## src/rtl/exec_hazard_ctrl_if.sv

```systemverilog
`default_nettype none
// ============================================================================
// exec_hazard_ctrl_if
// Decode fields, redirect and memory-busy inputs plus stall/flush/forward
// outputs of the execute-stage hazard controller.
// Rev 1.0
// ============================================================================
interface exec_hazard_ctrl_if #(
  parameter int CNT_W = 32
);
  logic             idValid;
  logic [4:0]       idRs1;
  logic [4:0]       idRs2;
  logic             idUsesRs1;
  logic             idUsesRs2;
  logic [4:0]       idRd;
  logic             idRegWrite;
  logic [1:0]       idMemOp;
  logic             pcSel;
  logic             dmemBusy;
  logic             stallIf;
  logic             stallId;
  logic             stallEx;
  logic             flushId;
  logic             flushEx;
  logic [1:0]       fwdA;
  logic [1:0]       fwdB;
  logic [CNT_W-1:0] stallCount;

  modport master (
    output idValid, idRs1, idRs2, idUsesRs1, idUsesRs2, idRd, idRegWrite,
           idMemOp, pcSel, dmemBusy,
    input  stallIf, stallId, stallEx, flushId, flushEx, fwdA, fwdB, stallCount
  );

  modport slave (
    input  idValid, idRs1, idRs2, idUsesRs1, idUsesRs2, idRd, idRegWrite,
           idMemOp, pcSel, dmemBusy,
    output stallIf, stallId, stallEx, flushId, flushEx, fwdA, fwdB, stallCount
  );
endinterface
`default_nettype wire

```

## src/rtl/exec_hazard_ctrl.sv

```systemverilog
`default_nettype none
// ============================================================================
// exec_hazard_ctrl
// Stall/flush sequencing and EX operand forwarding driven by a shadow
// EX/MEM/WB destination pipeline.
// Rev 1.0
// ============================================================================
module exec_hazard_ctrl #(
  parameter int LOAD_LAT = 1,
  parameter int CNT_W    = 32
) (
  input  logic              clk,
  input  logic              reset,
  exec_hazard_ctrl_if.slave hz
);

  typedef enum logic [1:0] {
    ST_RUN     = 2'd0,
    ST_LDSTALL = 2'd1,
    ST_MEMWAIT = 2'd2
  } state_t;

  typedef struct packed {
    logic       valid;
    logic [4:0] rd;
    logic       reg_write;
    logic       is_load;
    logic [4:0] rs1;
    logic [4:0] rs2;
  } shadow_t;

  localparam logic [1:0] c_LD_INIT = (LOAD_LAT > 1) ? 2'(LOAD_LAT - 2) : 2'd0;

  state_t           r_state;
  state_t           r_saved_state;
  logic [1:0]       r_cnt;
  shadow_t          r_ex;
  shadow_t          r_mem;
  shadow_t          r_wb;
  logic [CNT_W-1:0] r_stall_count;

  state_t     w_eff_state;
  state_t     w_next_state;
  state_t     w_next_saved;
  logic [1:0] w_next_cnt;
  logic       w_load_use;
  logic       w_stall_if;
  logic       w_stall_id;
  logic       w_stall_ex;
  logic       w_flush_id;
  logic       w_flush_ex;
  logic [1:0] w_fwd_a;
  logic [1:0] w_fwd_b;
  shadow_t    w_id_entry;

  // MEM never forwards a load: its data is not ready until WB.
  function automatic logic [1:0] fwd_sel(input logic [4:0] rs, input shadow_t mem_e,
                                         input shadow_t wb_e);
    logic [1:0] sel;
    sel = 2'b00;
    if (mem_e.valid && mem_e.reg_write && !mem_e.is_load && mem_e.rd != 5'd0 && mem_e.rd == rs)
      sel = 2'b01;
    else if (wb_e.valid && wb_e.reg_write && wb_e.rd != 5'd0 && wb_e.rd == rs)
      sel = 2'b10;
    return sel;
  endfunction

  assign w_load_use = r_ex.is_load && r_ex.reg_write && (r_ex.rd != 5'd0) && hz.idValid &&
                      ((hz.idUsesRs1 && hz.idRs1 == r_ex.rd) ||
                       (hz.idUsesRs2 && hz.idRs2 == r_ex.rd));

  // A freeze returns to the interrupted state in the same cycle it releases.
  assign w_eff_state = (r_state == ST_MEMWAIT) ? r_saved_state : r_state;

  always_comb begin
    w_stall_if   = 1'b0;
    w_stall_id   = 1'b0;
    w_stall_ex   = 1'b0;
    w_flush_id   = 1'b0;
    w_flush_ex   = 1'b0;
    w_next_state = w_eff_state;
    w_next_saved = r_saved_state;
    w_next_cnt   = r_cnt;
    if (reset) begin
      w_next_state = ST_RUN;
    end else if (hz.dmemBusy) begin
      w_stall_if   = 1'b1;
      w_stall_id   = 1'b1;
      w_stall_ex   = 1'b1;
      w_next_state = ST_MEMWAIT;
      if (r_state != ST_MEMWAIT) w_next_saved = r_state;
    end else if (hz.pcSel) begin
      w_flush_id   = 1'b1;
      w_flush_ex   = 1'b1;
      w_next_state = ST_RUN;
    end else begin
      case (w_eff_state)
        ST_LDSTALL: begin
          w_stall_if = 1'b1;
          w_stall_id = 1'b1;
          w_flush_ex = 1'b1;
          if (r_cnt == 2'd0) w_next_state = ST_RUN;
          else               w_next_cnt   = r_cnt - 2'd1;
        end
        default: begin
          w_next_state = ST_RUN;
          if (w_load_use) begin
            w_stall_if = 1'b1;
            w_stall_id = 1'b1;
            w_flush_ex = 1'b1;
            if (LOAD_LAT > 1) begin
              w_next_state = ST_LDSTALL;
              w_next_cnt   = c_LD_INIT;
            end
          end
        end
      endcase
    end
  end

  always_comb begin
    w_fwd_a = 2'b00;
    w_fwd_b = 2'b00;
    if (!reset && r_ex.valid) begin
      w_fwd_a = fwd_sel(r_ex.rs1, r_mem, r_wb);
      w_fwd_b = fwd_sel(r_ex.rs2, r_mem, r_wb);
    end
  end

  always_comb begin
    w_id_entry           = '0;
    w_id_entry.valid     = 1'b1;
    w_id_entry.rd        = hz.idRd;
    w_id_entry.reg_write = hz.idRegWrite;
    w_id_entry.is_load   = (hz.idMemOp == 2'b01);
    w_id_entry.rs1       = hz.idRs1;
    w_id_entry.rs2       = hz.idRs2;
  end

  always_ff @(posedge clk) begin
    if (reset) begin
      r_state       <= ST_RUN;
      r_saved_state <= ST_RUN;
      r_cnt         <= 2'd0;
    end else begin
      r_state       <= w_next_state;
      r_saved_state <= w_next_saved;
      r_cnt         <= w_next_cnt;
    end
  end

  always_ff @(posedge clk) begin
    if (reset) begin
      r_ex  <= '0;
      r_mem <= '0;
      r_wb  <= '0;
    end else if (!w_stall_ex) begin
      r_wb  <= r_mem;
      r_mem <= r_ex;
      r_ex  <= (hz.idValid && !w_flush_ex && !w_stall_id) ? w_id_entry : '0;
    end
  end

  always_ff @(posedge clk) begin
    if (reset)
      r_stall_count <= '0;
    else if (w_stall_if && r_stall_count != {CNT_W{1'b1}})
      r_stall_count <= r_stall_count + 1'b1;
  end

  assign hz.stallIf    = w_stall_if;
  assign hz.stallId    = w_stall_id;
  assign hz.stallEx    = w_stall_ex;
  assign hz.flushId    = w_flush_id;
  assign hz.flushEx    = w_flush_ex;
  assign hz.fwdA       = w_fwd_a;
  assign hz.fwdB       = w_fwd_b;
  assign hz.stallCount = reset ? '0 : r_stall_count;

  logic w_unused;
  assign w_unused = ^{r_mem.rs1, r_mem.rs2, r_wb.rs1, r_wb.rs2, r_wb.is_load};

endmodule
`default_nettype wire

```

## src/flat_wrapper.sv

```systemverilog
// flat-port wrapper written by rule: the top's interface ports become plain ports
module exec_hazard_ctrl_flat 
#(
  parameter int LOAD_LAT = 1,
  parameter int CNT_W    = 32
)
  (clk, reset, hz_idValid, hz_idRs1, hz_idRs2, hz_idUsesRs1, hz_idUsesRs2, hz_idRd, hz_idRegWrite, hz_idMemOp, hz_pcSel, hz_dmemBusy, hz_stallIf, hz_stallId, hz_stallEx, hz_flushId, hz_flushEx, hz_fwdA, hz_fwdB, hz_stallCount);
  exec_hazard_ctrl_if #(.CNT_W(CNT_W)) hz_i ();
  input  logic clk;
  input  logic reset;
  input wire logic [$bits(hz_i.idValid)-1:0] hz_idValid;
  input wire logic [$bits(hz_i.idRs1)-1:0] hz_idRs1;
  input wire logic [$bits(hz_i.idRs2)-1:0] hz_idRs2;
  input wire logic [$bits(hz_i.idUsesRs1)-1:0] hz_idUsesRs1;
  input wire logic [$bits(hz_i.idUsesRs2)-1:0] hz_idUsesRs2;
  input wire logic [$bits(hz_i.idRd)-1:0] hz_idRd;
  input wire logic [$bits(hz_i.idRegWrite)-1:0] hz_idRegWrite;
  input wire logic [$bits(hz_i.idMemOp)-1:0] hz_idMemOp;
  input wire logic [$bits(hz_i.pcSel)-1:0] hz_pcSel;
  input wire logic [$bits(hz_i.dmemBusy)-1:0] hz_dmemBusy;
  output wire logic [$bits(hz_i.stallIf)-1:0] hz_stallIf;
  output wire logic [$bits(hz_i.stallId)-1:0] hz_stallId;
  output wire logic [$bits(hz_i.stallEx)-1:0] hz_stallEx;
  output wire logic [$bits(hz_i.flushId)-1:0] hz_flushId;
  output wire logic [$bits(hz_i.flushEx)-1:0] hz_flushEx;
  output wire logic [$bits(hz_i.fwdA)-1:0] hz_fwdA;
  output wire logic [$bits(hz_i.fwdB)-1:0] hz_fwdB;
  output wire logic [$bits(hz_i.stallCount)-1:0] hz_stallCount;
  assign hz_i.idValid = hz_idValid;
  assign hz_i.idRs1 = hz_idRs1;
  assign hz_i.idRs2 = hz_idRs2;
  assign hz_i.idUsesRs1 = hz_idUsesRs1;
  assign hz_i.idUsesRs2 = hz_idUsesRs2;
  assign hz_i.idRd = hz_idRd;
  assign hz_i.idRegWrite = hz_idRegWrite;
  assign hz_i.idMemOp = hz_idMemOp;
  assign hz_i.pcSel = hz_pcSel;
  assign hz_i.dmemBusy = hz_dmemBusy;
  assign hz_stallIf = hz_i.stallIf;
  assign hz_stallId = hz_i.stallId;
  assign hz_stallEx = hz_i.stallEx;
  assign hz_flushId = hz_i.flushId;
  assign hz_flushEx = hz_i.flushEx;
  assign hz_fwdA = hz_i.fwdA;
  assign hz_fwdB = hz_i.fwdB;
  assign hz_stallCount = hz_i.stallCount;
  exec_hazard_ctrl #(.LOAD_LAT(LOAD_LAT), .CNT_W(CNT_W)) u_core (.clk(clk), .reset(reset), .hz(hz_i));
endmodule
```

## config.mk

```make
export PLATFORM = sky130hd
export DESIGN_NAME = exec_hazard_ctrl_flat
export DESIGN_NICKNAME = d
export VERILOG_FILES = /design/src/rtl/exec_hazard_ctrl_if.sv /design/src/rtl/exec_hazard_ctrl.sv /design/src/flat_wrapper.sv
export SDC_FILE = /design/constraint.sdc
export NUM_CORES = 1
export LEC_CHECK = 0
export CAP_MARGIN = 20
export CORE_MARGIN = 2
export CORE_UTILIZATION = 50
export CTS_CLUSTER_SIZE = 30
export DETAILED_ROUTE_END_ITERATION = 7
export PLACE_DENSITY = 0.88
export SLEW_MARGIN = 10
export SYNTH_ARGS = -nofsm -noshare
export SYNTH_HDL_FRONTEND = slang
export SYNTH_SLANG_ARGS = --single-unit
```

## constraint.sdc

```tcl
create_clock -name clk -period 2.7 [get_ports clk]
set_input_delay 0.54 -clock clk [delete_from_list [all_inputs] [get_ports clk]]
set_output_delay 0.54 -clock clk [all_outputs]
set_load 0.03 [all_outputs]
```

# [Word level (Yosys, flattened, before mapping)]
# Index checks and enable logic that the tools add are counted.
# Widths: inputs -> output; s select.
[totals] register_bits=71 latch_bits=0 mem_bits_rw=0 mem_bits_ro=0 wordCells=92 n_memories=0
[op_classes] addsub=2 n_mul=0 div=0 magnitude_cmp=0 eq_ne=11 n_shift=0 n_mux=26 bitwise=4 reduce_logical=31
[ops] op="$add 32x1->32 const B" n=1
[ops] op="$mux 32" n=1
[ops] op="$ne 32x32->1 const B" n=1
[ops] op="$eq 5x5->1" n=6
[ops] op="$mux 2" n=11
[ops] op="$logic_and 1x1->1" n=19
[ops] op="$mux 18" n=1
[ops] op="$reduce_bool 5->1" n=3
[ops] op="$mux 1" n=13
[ops] op="$reduce_or 5->1" n=1
[ops] op="$eq 2x1->1 const B" n=2
[ops] op="$logic_not 1->1" n=4
[ops] op="$not 1->1" n=4
[ops] op="$reduce_and 4->1" n=1
[ops] op="$eq 2x2->1 const B" n=1
[ops] op="$logic_not 2->1" n=1
[ops] op="$ne 2x2->1 const B" n=1
[ops] op="$reduce_and 2->1" n=1
[ops] op="$sub 2x1->2 const B" n=1
[ops] op="$logic_or 1x1->1" n=1

# [Logic depth before layout (Yosys ltp)]
# Gate-level depths: netlist of run 1.
[depth] word_depth=13 mapped_depth=8 mapped_depth_nobuf=7

# [Least setup slack after synthesis of run 1]
# No wires, ideal clock.
[synth_path] path_kind="input to output" start="input port reset" end="output port hz_fwdB[1]" arrival_time_ps=2526 required_time_ps=2160 slack_ps=-366 path_stages=5 path_cell_list="clkbuf_1 > nand2b_1 > a211o_1 > or4_1 > nor4_1"
[synth_via] elab_chain_cells=3
[synth_lines] element="start, declared" line_no="flat_wrapper.sv:10" rtl="input logic reset;"
[synth_lines] element="$logic_not 1->1" line_no="exec_hazard_ctrl.sv:124" rtl="if (!reset && r_ex.valid) begin"
[synth_lines] element="$logic_and 1x1->1" line_no="exec_hazard_ctrl.sv:124"
[synth_lines] element="$mux 2" line_no="exec_hazard_ctrl.sv:124"
[synth_lines] element="end, declared" line_no="flat_wrapper.sv:27" rtl="output wire logic [$bits(hz_i.fwdB)-1:0] hz_fwdB;"
# Every way passes these cells.

# [Worst setup path in the final report of run 1]
[layout_path] start="register u_core.r_wb[13] (netlist bit)" end="output port hz_fwdB[1]"
[layout_via] elab_chain_cells=6 word_cells_on_any_way=7
[layout_lines] element="start, declared" line_no="exec_hazard_ctrl.sv:39" rtl="shadow_t r_wb;"
[layout_lines] element="start signal, assigned" line_no="exec_hazard_ctrl.sv:158" rtl="r_wb <= r_mem;"
[layout_lines] element="$reduce_bool 5->1" line_no="exec_hazard_ctrl.sv:63" rtl="else if (wb_e.valid && wb_e.reg_write && wb_e.rd != 5'd0 && wb_e.rd == rs)"
[layout_lines] element="$logic_and 1x1->1" line_no="exec_hazard_ctrl.sv:63"
[layout_lines] element="$logic_and 1x1->1 (*)" line_no="exec_hazard_ctrl.sv:63"
[layout_lines] element="$mux 2 (*)" line_no="exec_hazard_ctrl.sv:63"
[layout_lines] element="$mux 2 (*)" line_no="exec_hazard_ctrl.sv:61" rtl="if (mem_e.valid && mem_e.reg_write && !mem_e.is_load && mem_e.rd != 5'd0 && mem_e.rd == rs)"
[layout_lines] element="$mux 2 (*)" line_no="exec_hazard_ctrl.sv:124"
# Every way passes the cells marked *; elsewhere a longest branch is shown, timed or not.

==> flow_summary.yaml, run 1 <==
die:
  core_area_um2: 7180
  num_io_pins: 66
  num_rows: 31
  start_util_pct: 51.0
  fp.dieW_um: 89.5
  die-area_um2: 8020
  die_h_um: 89.5
worst_hold_path:
  hold_start: "hz_idRs2[4]"
  hold_end: "u_core.r_ex[4]$_SDFFE_PP0N_"
  hp-class: "primary input to flop"
  hold_depth: 2
synthesis:
  synth.yosys.seq_area_share_pct: 38.9
  synth_area_um2: 3660
  synth_top_cell_by_area: "dfxtp_1"
  async_flop_share_pct: 0
  synth_area_leaders: "dfxtp_1 39%, nor2_1 6.1%, xnor2_1 4.5%, nor2b_1 4.4%, mux2i_1 4.1%"
  synth_nets: 444
  ys_ff_latch: 71
  syn_avg_cell_area_um2: 8.77
  ys_warn_count: 0
  synth.top_cell.area_share_pct: 38.9
  synth_edf_count: 0
  synth.distinct_cells: 50
  synthFlopType: "dfxtp_1"
  syn_inst: 417
global_route:
  antenna_found_initial: 0
  met3_usage_pct: 4.99
  grt_max_degree: 84
  grt_pass1_vias: 3282
  grt.overflow.total: 0
  grt_first_pass_wirelength_um: 14800
  grt_util_met2_pct: 39.2
  met1_usage_pct: 29.0
  top_usage_layer: "met2"
  grt.total_usage_pct: 23.6
timing:
  period_share_pct: 98.0
  finalCriticalPeriod_ps: 2650
  worst_slew_pin_slew_ps: 412
  fin_worst_skew_ps: 11.9
  fmax_mhz: 378
  drv_slew: 0
  slew_headroom_pct: 72.3
  finalHoldViolations: 0
  setup_viol_count_final: 0
clock_network:
  clk_latency_ps: 350
  cts_tree: "done"
  clockBufferDepth: 2
  cts-root-buf: "clkbuf_8"
  clock-sinks: 71
  holdBufCountCts: 0
  htree_num_levels: 3
  cts_buffers: 9
  cts.clk_slew.worst_paths_ps: 80
  postCtsSetupBuffers: 0
final_layout:
  drive_gt1_share_pct: 13.9
  nets: 517
  final_core_util_pct: 66.8
  final_cells: 594
  syn2layout_area_growth_pct: 31.0
  diodes: 0
  fillers: 541
placed_design:
  globalplace.congestion: 0.873
  hpwl_um: 6550
  place_inst: 578
  port_buffers: 65
worst_setup_path:
  timing.rr.start: "u_core.r_stall_count[0]$_SDFFE_PP0P_"
  crit_required_ps: 2160
  end_kind: "primary output"
  cp-start-kind: "flop"
  path_class: "flop to primary output"
  r2r-end: "u_core.r_stall_count[28]$_SDFFE_PP0P_"
  rrSetupSlack_ps: 440
  ff2ff_path_depth: 7
  crit_arrival_ps: 2110
  cp_max_fo: 4
job:
  cap_violations: 0
run_status:
  status: "completed"
pwr:
  design_power_total_mw: 2.26
  power.density_nw_per_um2: 471
  irDropWorstVdd_mv: 0.305
  cellLeakagePower_nw: 1.89
detailed_routing:
  vias: 3373
  routed_wl_um: 9360
  drt-initial-drc-count: 182
  wl_per_cell_um: 15.8
  drcViolationCount: 0
  ant_nets: 0
  vias_per_cell: 5.68
  drt_pass1_iterations: 5
## metal layers
layer  part of all wire, %  routed length [um]
met4                   2.6                 242
met3                   5.7                 529
met5                     0                   0
met2                    49                4570
met1                    43                4010
## flip-flops by register name (all words and copies together), names as in the netlist
signal and count:
u_core.r_stall_count 32, u_core.r_ex 18, u_core.r_mem 8, u_core.r_wb 7, u_core.r_cnt 2, u_core.r_saved_state 2, u_core.r_state 2
## where the power goes
part | internal, mW | leakage [nW] | switching [mW]
Clock | 0.598 | 0.119 | 0.408
Sequential | 1.06 | 0.577 | 0.0144
Combinational | 0.0885 | 1.19 | 0.0926
Total | 1.74 | 1.89 | 0.515
## Yosys cell counts (3+ instances only)
| master | instances |
|---|---|
| xor2_1 | 12 |
| mux2_2 | 8 |
| nor2b_1 | 26 |
| clkbuf_1 | 9 |
| buf_2 | 4 |
| inv_1 | 13 |
| nor4_1 | 10 |
| a22o_1 | 16 |
| o31ai_1 | 4 |
| nand3_1 | 15 |
| xnor2_1 | 19 |
| dfxtp_1 | 71 |
| nand2b_1 | 4 |
| or3_1 | 6 |
| nand4_2 | 3 |
| o21ai_0 | 10 |
| a21oi_1 | 8 |
| nand2_1 | 15 |
| nand4_1 | 15 |
| nor2_1 | 59 |
| buf_1 | 5 |
| mux2i_1 | 15 |
| nor3_1 | 21 |
| or4_1 | 6 |
| mux2_1 | 12 |
## logic make-up after synthesis
family / after synthesis / share of synthesized area, %
AO/OA/AOI/OAI: 48 / 9.47
XOR/XNOR: 31 / 7.42
adder cells (fa/ha/maj): 2 / 0.684
buffers and inverters: 36 / 4.45
flip-flops: 71 / 38.9
multiplexers: 36 / 10.7
AND/OR/NAND/NOR: 193 / 28.5
## layout by cell type, fill, tap and decap left out, types with 15 or more instances in the layout
master	synthesis	layout
a22o_1	16	16
buf_4	2	17
clkdlybuf4s50_1	0	55
nor2_1	59	58
xnor2_1	19	19
dfxtp_1	71	65
nand3_1	15	15
nor3_1	21	21
nand4_1	15	15
nand2_1	15	15
nor2b_1	26	26
mux2i_1	15	15
## per-stage QoR
stage	area, um2	hold WS [ps]	worst slack (ps)	setup TNS (ps)
6_report	4790	478	54.2	0
5_1_grt	4790	491	-16.3	-16.8
4_1_cts	4750	491	39.6	0
3_5_place_dp	4510	475	-65.2	-141
3_3_place_gp	4510	465	58.4	0
2_1_floorplan	3670	449	117	0
## layout make-up
cell class | count | area, um2 | area share, %
Tap cell | 99 | 124 | 2.58
Multi-Input combinational cell | 310 | 2100 | 43.9
Sequential cell | 71 | 1430 | 29.9
Clock inverter | 4 | 76.3 | 1.59
Timing Repair Buffer | 84 | 838 | 17.5
Inverter | 14 | 52.6 | 1.10
Clock buffer | 12 | 165 | 3.45
## worst max path at each step
stage	startpoint	to	slack [ps]	depth (start not counted)
after floorplan	reset	hz_fwdB[1]	120	5
after global placement	hz_idRs2[4]	u_core.r_stall_count[25]$_SDFFE_PP0P_	60	9
after detailed placement	hz_idRs2[4]	u_core.r_stall_count[4]$_SDFFE_PP0P_	-70	9
after CTS	u_core.r_wb[12]$_SDFFE_PP0N_	hz_fwdB[1]	40	5
after global routing	u_core.r_mem[12]$_SDFFE_PP0N_	hz_fwdA[1]	-20	7
final	u_core.r_wb[13]$_SDFFE_PP0N_	hz_fwdB[1]	50	5
## worst max-delay path, stage by stage, from the launching register on
cell	delay, ps
dfxtp_2	380
nor3_1	60
a211o_1	310
or4_4	560
nor4_4	290
buf_6	170
## what timing repair did
item | 4_1_cts | 5_1_grt
endpoints found under the hold margin | 0 | 0
setup endpoints to repair | 3 | 6
pin swaps | 0 | 2
resized for setup | 6 | 18
(Power assumes the default switching activity.)
==> run 2: changes to the inputs <==
Settings changed: SETUP_SLACK_MARGIN set to 0.1.
Clock period 2.7 ns to 3 ns, I/O delays scaled along.
==> run 2 against run 1 <==
Net effect:
- power shrank 12%
- register-to-register slack gained 120 ps
- worst hold slack gained 15 ps
- combinational power shrank 17%
- count of clock-buffer cells in the layout shrank 1
- critical path depth grew 1
- sequential power shrank 9.7%
- via count shrank 2.9%
- sequential cell count is the same
- critical endpoint is now hz_fwdA[0]
- largest cell class unchanged
==> flow_summary.yaml, run 2 (same netlist as run 1, synthesis figures left out) <==
worst_setup_path:
  crit_required_ps: 2400
  startpoint: "u_core.r_mem[13]$_SDFFE_PP0N_"
  r2r-end: "u_core.r_stall_count[15]$_SDFFE_PP0P_"
  crit_path_top_delay_cell: "dfxtp_1"
  crit_cells: 6
  rrSetupSlack_ps: 560
  crit_arrival_ps: 2180
  path_class: "flop to primary output"
  critical_path.max_stage_delay_ps: 460
  cp_max_fo: 5
  crit_buf_inv: 1
  cp-start-kind: "flop"
  timing.rr.start: "u_core.r_stall_count[11]$_SDFFE_PP0P_"
  cpLargestDelayFamily: "simple AND/OR/NAND/NOR gates"
  ff2ff_path_depth: 6
  end_kind: "primary output"
  path_cells: "or4_1 -> nor2_1 -> nor3_1 -> nand4_1 -> nor4_1 -> dlygate4sd2_1"
die:
  num_io_pins: 66
  start_util_pct: 51.0
  num_rows: 31
  die-area_um2: 8020
  core_area_um2: 7180
  fp.dieW_um: 89.5
  die_h_um: 89.5
placed_design:
  globalplace.congestion: 0.980
  port_buffers: 65
  dpl_cell_area_um2: 4400
  hpwl_um: 6100
final_layout:
  nets: 507
  largest-register: "u_core.r_stall_count"
  final_common_cell: "dfxtp_1"
  stdcell_area_um2: 4630
  final_cell_mix: "71 x dfxtp_1, 59 x nor2_1, 56 x clkdlybuf4s50_1"
  largest_registers: "u_core.r_stall_count (32), u_core.r_ex (18), u_core.r_mem (8)"
  syn2layout_area_growth_pct: 26.6
  largest_register_ffs: 32
  diodes: 0
  drive_gt1_share_pct: 10.5
run_status:
  status: "completed"
clock_network:
  clockBufferDepth: 2
  clock-sinks: 71
  cts.clk_slew.worst_paths_ps: 80
  cts_buffers: 9
  clk_latency_ps: 360
  htree_num_levels: 3
  cts_tree: "done"
  cts-root-buf: "clkbuf_8"
worst_hold_path:
  hold_depth: 2
  hold_start: "u_core.r_state[1]$_SDFF_PP0_"
  hp-class: "flop to flop"
  hold_end: "u_core.r_saved_state[1]$_SDFFE_PP0P_"
detailed_routing:
  wl_per_cell_um: 15.0
  vias: 3276
  vias_per_cell: 5.61
  drcViolationCount: 0
  drt_pass1_iterations: 4
  ant_nets: 0
  routed_wl_um: 8770
  drt-initial-drc-count: 163
global_route:
  grt.total_usage_pct: 22.9
  antenna_found_initial: 0
  grt.overflow.total: 0
  grt_first_pass_wirelength_um: 14200
  grt_max_degree: 84
  grt_pass1_vias: 3126
timing:
  period_share_pct: 92.7
  rsz0062_at_grt: "false"
  finalCriticalPeriod_ps: 2780
  final.setup.tns_ps: 0
  fin_worst_skew_ps: 15.8
  fmax_mhz: 359
  worst_slew_pin_slew_ps: 541
  slew_headroom_pct: 63.8
  drv_slew: 0
  setup_viol_count_final: 0
  finalHoldViolations: 0
pwr:
  irDropWorstVdd_mv: 0.288
  power.density_nw_per_um2: 431
  cellLeakagePower_nw: 1.80
  design_power_total_mw: 1.99
job:
  cap_violations: 0
run 2: how the worst max path moves through the flow:
stage                                                       to
after floorplan                                     hz_fwdB[1]
after global placement                              hz_stallId
after detailed placement  u_core.r_stall_count[4]$_SDFFE_PP0P_
after CTS                                           hz_stallId
after global routing                                hz_stallId
final                                               hz_fwdA[0]
run 2: area by class of cell:
cell class,count,area [um2]
sequential,71,1420
fill,571,2540
multi-input combinational,310,2090
inverter,14,52.6
timing repair buffer,74,714
clock inverter,5,80.1
clock buffer,11,151
tap,99,124
run 2: metrics by stage:
step / utilization, % / hold WS [ps] / cells / setup WS, ps
detailed placement: 61.4 / 476 / 568 / 175
finish: 64.5 / 493 / 584 / 218
CTS: 64.6 / 495 / 584 / 157
floorplan: - / 449 / 417 / 147
global route: 64.5 / 519 / 584 / 113
global placement: 61.4 / 466 / 568 / 188
run 2: timing repair:
item | 4_1_cts | 5_1_grt
hold buffers | 0 | 0
buffers inserted | 0 | 0
resized for setup | 3 | 7
endpoints found under the setup margin | 3 | 4
run 2: worst reg2reg max path: stages (launching register included):
cell and delay [ps]:
dfxtp_1 440, nand4_2 200, nor4b_4 560, and4_1 450, buf_4 280, nor4_1 90
mux2_1 320
run 2: layer usage:
| layer | global-route usage, % | routed length, um |
|---|---|---|
| met5 | 0 | 0 |
| met4 | 9.63 | 146 |
| met3 | 5.45 | 574 |
| met2 | 37.8 | 4250 |
| met1 | 28.6 | 3800 |
run 2: report_power, final:
group | total (mW) | internal [mW] | switching [mW]
sequential | 0.966 | 0.953 | 0.0130
clock | 0.878 | 0.512 | 0.366
combinational | 0.151 | 0.0729 | 0.0781
total | 1.99 | 1.54 | 0.457
==> edit 1: new RTL, config.mk and constraints of run 2 <==
`CNT_W` is set to 32 in 3 places; all go to 64.
--- a/src/rtl/exec_hazard_ctrl_if.sv
+++ b/src/rtl/exec_hazard_ctrl_if.sv
@@ -6,7 +6,7 @@
 // Rev 1.0
 // ============================================================================
 interface exec_hazard_ctrl_if #(
-  parameter int CNT_W = 32
+  parameter int CNT_W = 64
 );
   logic             idValid;
   logic [4:0]       idRs1;
--- a/src/rtl/exec_hazard_ctrl.sv
+++ b/src/rtl/exec_hazard_ctrl.sv
@@ -7,7 +7,7 @@
 // ============================================================================
 module exec_hazard_ctrl #(
   parameter int LOAD_LAT = 1,
-  parameter int CNT_W    = 32
+  parameter int CNT_W    = 64
 ) (
   input  logic              clk,
   input  logic              reset,
--- a/src/flat_wrapper.sv
+++ b/src/flat_wrapper.sv
@@ -2,7 +2,7 @@
 module exec_hazard_ctrl_flat 
 #(
   parameter int LOAD_LAT = 1,
-  parameter int CNT_W    = 32
+  parameter int CNT_W    = 64
 )
   (clk, reset, hz_idValid, hz_idRs1, hz_idRs2, hz_idUsesRs1, hz_idUsesRs2, hz_idRd, hz_idRegWrite, hz_idMemOp, hz_pcSel, hz_dmemBusy, hz_stallIf, hz_stallId, hz_stallEx, hz_flushId, hz_flushEx, hz_fwdA, hz_fwdB, hz_stallCount);
   exec_hazard_ctrl_if #(.CNT_W(CNT_W)) hz_i ();
Ports: changed (resized hz_stallCount); port bits go from 66 to 98. No check against the original RTL was run, so the function may have changed too.
==> edit 1 against run 2 <==
  * Non-clock buffer count grew 45
  * Combinational power grew 35%
  * Sequential cell count grew 32
  * Area after synthesis grew 55%
  * Routed wire length grew 78%
  * Power grew 38%
  * Largest power group unchanged
  * Worst setup slack lost 32 ps
  * Design area grew 54%
==> edit 1: results (changes against run 2) <==
* Yosys cell types at 55 (+10%)
* Area contributors post-synth: dfxtp_1 (36%), mux2_2 (11%), nor2b_1 (6.8%)
* HPWL after DPL at 11300 um (+85%)
* Max reg flops at 64 (+100%)
* Clk root buf: clkbuf_16
* Fin cells at 899 (+54%)
* Post-synth top area share at 36.28% (-2.6 points)
* Share of cells above drive strength 1 at 15.42% (+4.9 points)
* Nets at 781 (+54%)
* GRT Overall Usage at 25.17% (+2.2 points)
* Antenna violations before repair at 0 (unchanged)
* Yosys Warn Count at 0 (unchanged)
* Crit path arrival time at 3050 ps (+870 ps)
* Slew @ Worst Pin at 794.0 ps (+253.3 ps)
* CP startpoint: u_core.r_stall_count[9]
* Largest net degree at the start of global routing at 40 (-52%)
* Seq/Total Area, Yosys at 36.28% (-2.6 points)
* Critical Path End: u_core.r_stall_count[35]
* Multi-input gate area in the final layout at 3410 um2 (+63%)
* H-tree Lvls at 3 (unchanged)
* Crit-path max cell delay at 610 ps (+150 ps)
* Area after DPL at 6825 um2 (+55%)
* Top post-synthesis cells by count: dfxtp_1 (103), nor2_1 (95), nor2b_1 (62)
* Hold Path Class: register to register
* Clock buffer depth at 2 (unchanged)
* Hold_sp: u_core.r_wb[17]
* Reg-to-reg slack, setup at 190 ps (-370 ps)
* Fmax at 355.4 MHz (-1.1%)
* Syn avg cell area at 8.559 um2 (-2.4%)
* P_leak at 2.623 nW (+46%)
* PortBufs at 97 (+49%)
* Largest registers: u_core.r_stall_count (64), u_core.r_ex (18), u_core.r_mem (8)
* Ant diodes at 0 (unchanged)
* Final WL at 15650 um (+78%)
* DR iter-0 viols at 390 (+140%)
* Synth Net Count at 691 (+56%)
* DP Cell Count at 882 (+55%)
* Vias in the first global route at 5283 (+69%)
* Status: complete, no violations
* VDD IR max at 0.2756 mV (-4.5%)
* Number of fill cells at 833 (+46%)
* Ys async rst share at 0% (unchanged)
* Clock Skew at 6.669 ps (-9.124 ps)
* DRT Pass-1 Iters at 5 (+1)
* Slowest-stage cell, CP: or4_4
* Worst reg2reg path depth at 6 (unchanged)
* Pre-CTS setup slack at -27.97 ps (-202.8 ps)
* First-pass GRT wire length at 25490 um (+79%)
* Vias per cell at 6.051 (+7.9%)
* CP Max Fanout at 9 (+4)
* GP Congestion at 0.8919 (-9.0%)
==> edit 1: worst max-delay path, delay by kind of cell, from the launching register on <==
| family | cells | cell delay [ps] |
|---|---|---|
| simple gates | 5 | 1880 |
| mux | 1 | 390 |
| flops | 1 | 430 |
==> edit 1: area by class of cell <==
class	count	area share, %
multi-input cells	510	47.81
flip-flops and latches	103	28.91
repair buffers	119	16.12
clock buffers	12	3.737
well taps	140	2.456
inverters	11	0.5789
clock inverters	4	0.3860
==> edit 1: metal layers <==
| layer | up-vias | global-route usage (%) | routed length [um] |
|---|---|---|---|
| li1 | 2573 | - | - |
| met1 | 2589 | 31.79 | 6622 |
| met2 | 234 | 41.06 | 7488 |
| met3 | 44 | 4.061 | 975 |
| met4 | 0 | 13.75 | 563 |
| met5 | - | 0 | 0 |
==> edit 1: kinds of logic after synthesis <==
logic type	Yosys count	synth area share, %
buf+inv	51	4.205
mux	70	13.54
compound gates	53	6.737
simple gates	354	34.02
xor+xnor	31	4.778
flops	103	36.28
fa+ha+maj	2	0.4403
==> edit 1: how the worst min path moves through the flow <==
stage,slack (ps),endpoint,cells after the start
after global routing,540,u_core.r_cnt[1],2
after global placement,460,u_core.r_cnt[1],2
after CTS,500,u_core.r_wb[17],2
after floorplan,450,u_core.r_ex[17],1
final,500,u_core.r_wb[17],2
after detailed placement,490,u_core.r_wb[17],2
==> edit 1: report_power, final <==
| part | total [mW] | switching (mW) | internal, mW |
|---|---|---|---|
| registers | 1.40 | 0.0168 | 1.38 |
| clock network | 1.16 | 0.528 | 0.633 |
| logic | 0.204 | 0.113 | 0.0909 |
| total | 2.76 | 0.658 | 2.10 |
==> edit 1: repair_timing <==
item,in CTS,in global routing
setup endpoints to repair,1,6
resized for setup,1,1
pin swaps,0,1
buffers inserted,0,1
==> edit 2: new RTL, flow settings as in run 2 <==
Made on the original files. Re-encode `state_t` (3 states) as one-hot, 3 bits wide.
--- a/src/rtl/exec_hazard_ctrl.sv
+++ b/src/rtl/exec_hazard_ctrl.sv
@@ -14,10 +14,10 @@
   exec_hazard_ctrl_if.slave hz
 );
 
-  typedef enum logic [1:0] {
-    ST_RUN     = 2'd0,
-    ST_LDSTALL = 2'd1,
-    ST_MEMWAIT = 2'd2
+  typedef enum logic [2:0] {
+    ST_RUN     = 3'b001,
+    ST_LDSTALL = 3'b010,
+    ST_MEMWAIT = 3'b100
   } state_t;
 
   typedef struct packed {
Check against the original RTL: same outputs for any inputs over 4 cycles, from zero or initial values and one cycle with reset high; so few cycles prove little.
==> edit 2 against run 2 <==
  * Sequential share of layout area grew 0.53 points
  * Power is 1.8% higher
  * Register-to-register slack worse by 150 ps
  * Area after synthesis grew 2.1%
  * Largest cell class unchanged
  * Sequential cell count increased by 2
  * Worst setup slack lost 47 ps
  * Worst hold slack got worse by 9.4 ps
  * Synthesized cell count is 1.2% higher
  * Design area increased by 1.1%
  * Largest power group unchanged
  * Routed wire length shrank 2.9%
==> edit 2: results (changes against run 2) <==
* Yosys cell types at 56 (+12%)
* Post-CTS sizing at 4 (+1)
* Hold EP: u_core.r_saved_state[2]
* GP Congestion at 0.8929 (-8.9%)
* Reg-to-reg slack, setup at 410 ps (-150 ps)
* Slowest-stage cell, CP: clkdlybuf4s50_1
* Syn avg cell area at 8.847 um2 (+0.84%)
* DP Cell Count at 567 (-0.18%)
* GRT Overall Usage at 21.06% (-1.9 points)
* Total Power at 2.031 mW (+1.8%)
* #MultiIn Comb at 311 (+0.32%)
* Routed len/inst at 14.60 um (-2.7%)
* Pre-CTS setup slack at 91.43 ps (-83.45 ps)
* Crit path arrival time at 2230 ps (+50 ps)
* Multi-input gate share of total cell area at 45.58% (+0.51 points)
* Delay-heaviest family, CP: buffers and inverters
* Area after DPL at 4451 um2 (+1.1%)
* Yosys reg bits at 73 (+2.8%)
* Clock transition at the registers of the reported paths at 80 ps (about the same)
* Layout clock area frac at 4.865% (-0.13 points)
* Share of cells above drive strength 1 at 10.74% (+0.23 points)
* Fin cells at 583 (-0.17%)
* Post-synth EDFFs at 0 (unchanged)
* Nets at 506 (-0.20%)
* Seq/Total Area, Yosys at 39.14% (+0.29 points)
* Via count at 3301 (+0.76%)
* Hold depth at 2 (unchanged)
* Inverters at 14 (unchanged)
* DR iter-0 viols at 210 (+29%)
* Status: complete, no violations
* Internal power at 1.551 mW (+0.90%)
* Worst-Skew Late Latency at about 350 ps
* HPWL after DPL at 6062 um (-0.63%)
* Pwr/cell area at 433.8 nW/um2 (+0.72%)
* Final hold slack at 483.4 ps (-9.389 ps)
* Number of fill cells at 608 (+6.5%)
* Crit-path max cell delay at 540 ps (+80 ps)
* Reg2reg end: u_core.r_stall_count[12]
* Slew @ Worst Pin at 672.7 ps (+131.9 ps)
* Vias in the first global route at 3145 (+0.61%)
* NonClk Buf Share at 14.57% (-0.86 points)
* Synth Net Count at 449 (+1.1%)
* CLK BUF at 10 (-1)
* P_leak at 1.758 nW (-2.4%)
* Largest net degree at the start of global routing at 86 (+2.4%)
* Clock Skew at 16.71 ps (+0.9147 ps)
* FF-to-FF Start: u_core.r_stall_count[0]
* Top post-synthesis cells by count: dfxtp_1 (73), nor2_1 (51), nor2b_1 (29)
* VDD IR max at 0.3066 mV (+6.3%)
* Ant diodes at 0 (unchanged)
* Hold_sp: u_core.r_saved_state[2]
* Non-CTS buffers at 70 (-5.4%)
* Combinational group share of total power at 8.0% (+0.4 points)
* Area contributors post-synth: dfxtp_1 (39%), nor2_1 (5.1%), nor2b_1 (4.9%)
* Seq pwr share at 49.1% (+0.7 points)
[edit 2: worst max-delay path by stage]
stage	startpoint	to	cells past startpoint
global route	hz_idRs2[4]	hz_stallId	8
floorplan	reset	hz_flushId	4
CTS	u_core.r_mem[12]	hz_fwdB[1]	7
detailed placement	hz_idRs1[4]	u_core.r_stall_count[10]	8
finish	hz_idRs2[4]	hz_stallId	8
global placement	hz_idRs1[4]	hz_stallId	8
[edit 2: logic make-up (layout without fill, tap and decap cells)]
family                     count (synthesis)  count (layout)  synth area share, %
AOI/OAI and AO/OA                         58              58                10.89
xor gates and xnor gates                  31              31                7.272
adders and majority gates                  2               2               0.6701
buffers and inverters                     38             100                4.256
DFF                                       73              73                39.14
muxes                                     35              35                10.36
and+or+nand+nor                          185             185                27.41
[edit 2: routing by layer]
layer / up-vias / GRT usage (%) / wire, um
li1: 1618 / - / -
met1: 1555 / 24.91 / 3561
met2: 108 / 36.90 / 4317
met3: 20 / 5.259 / 425
met4: 0 / 7.692 / 209
met5: - / 0 / 0
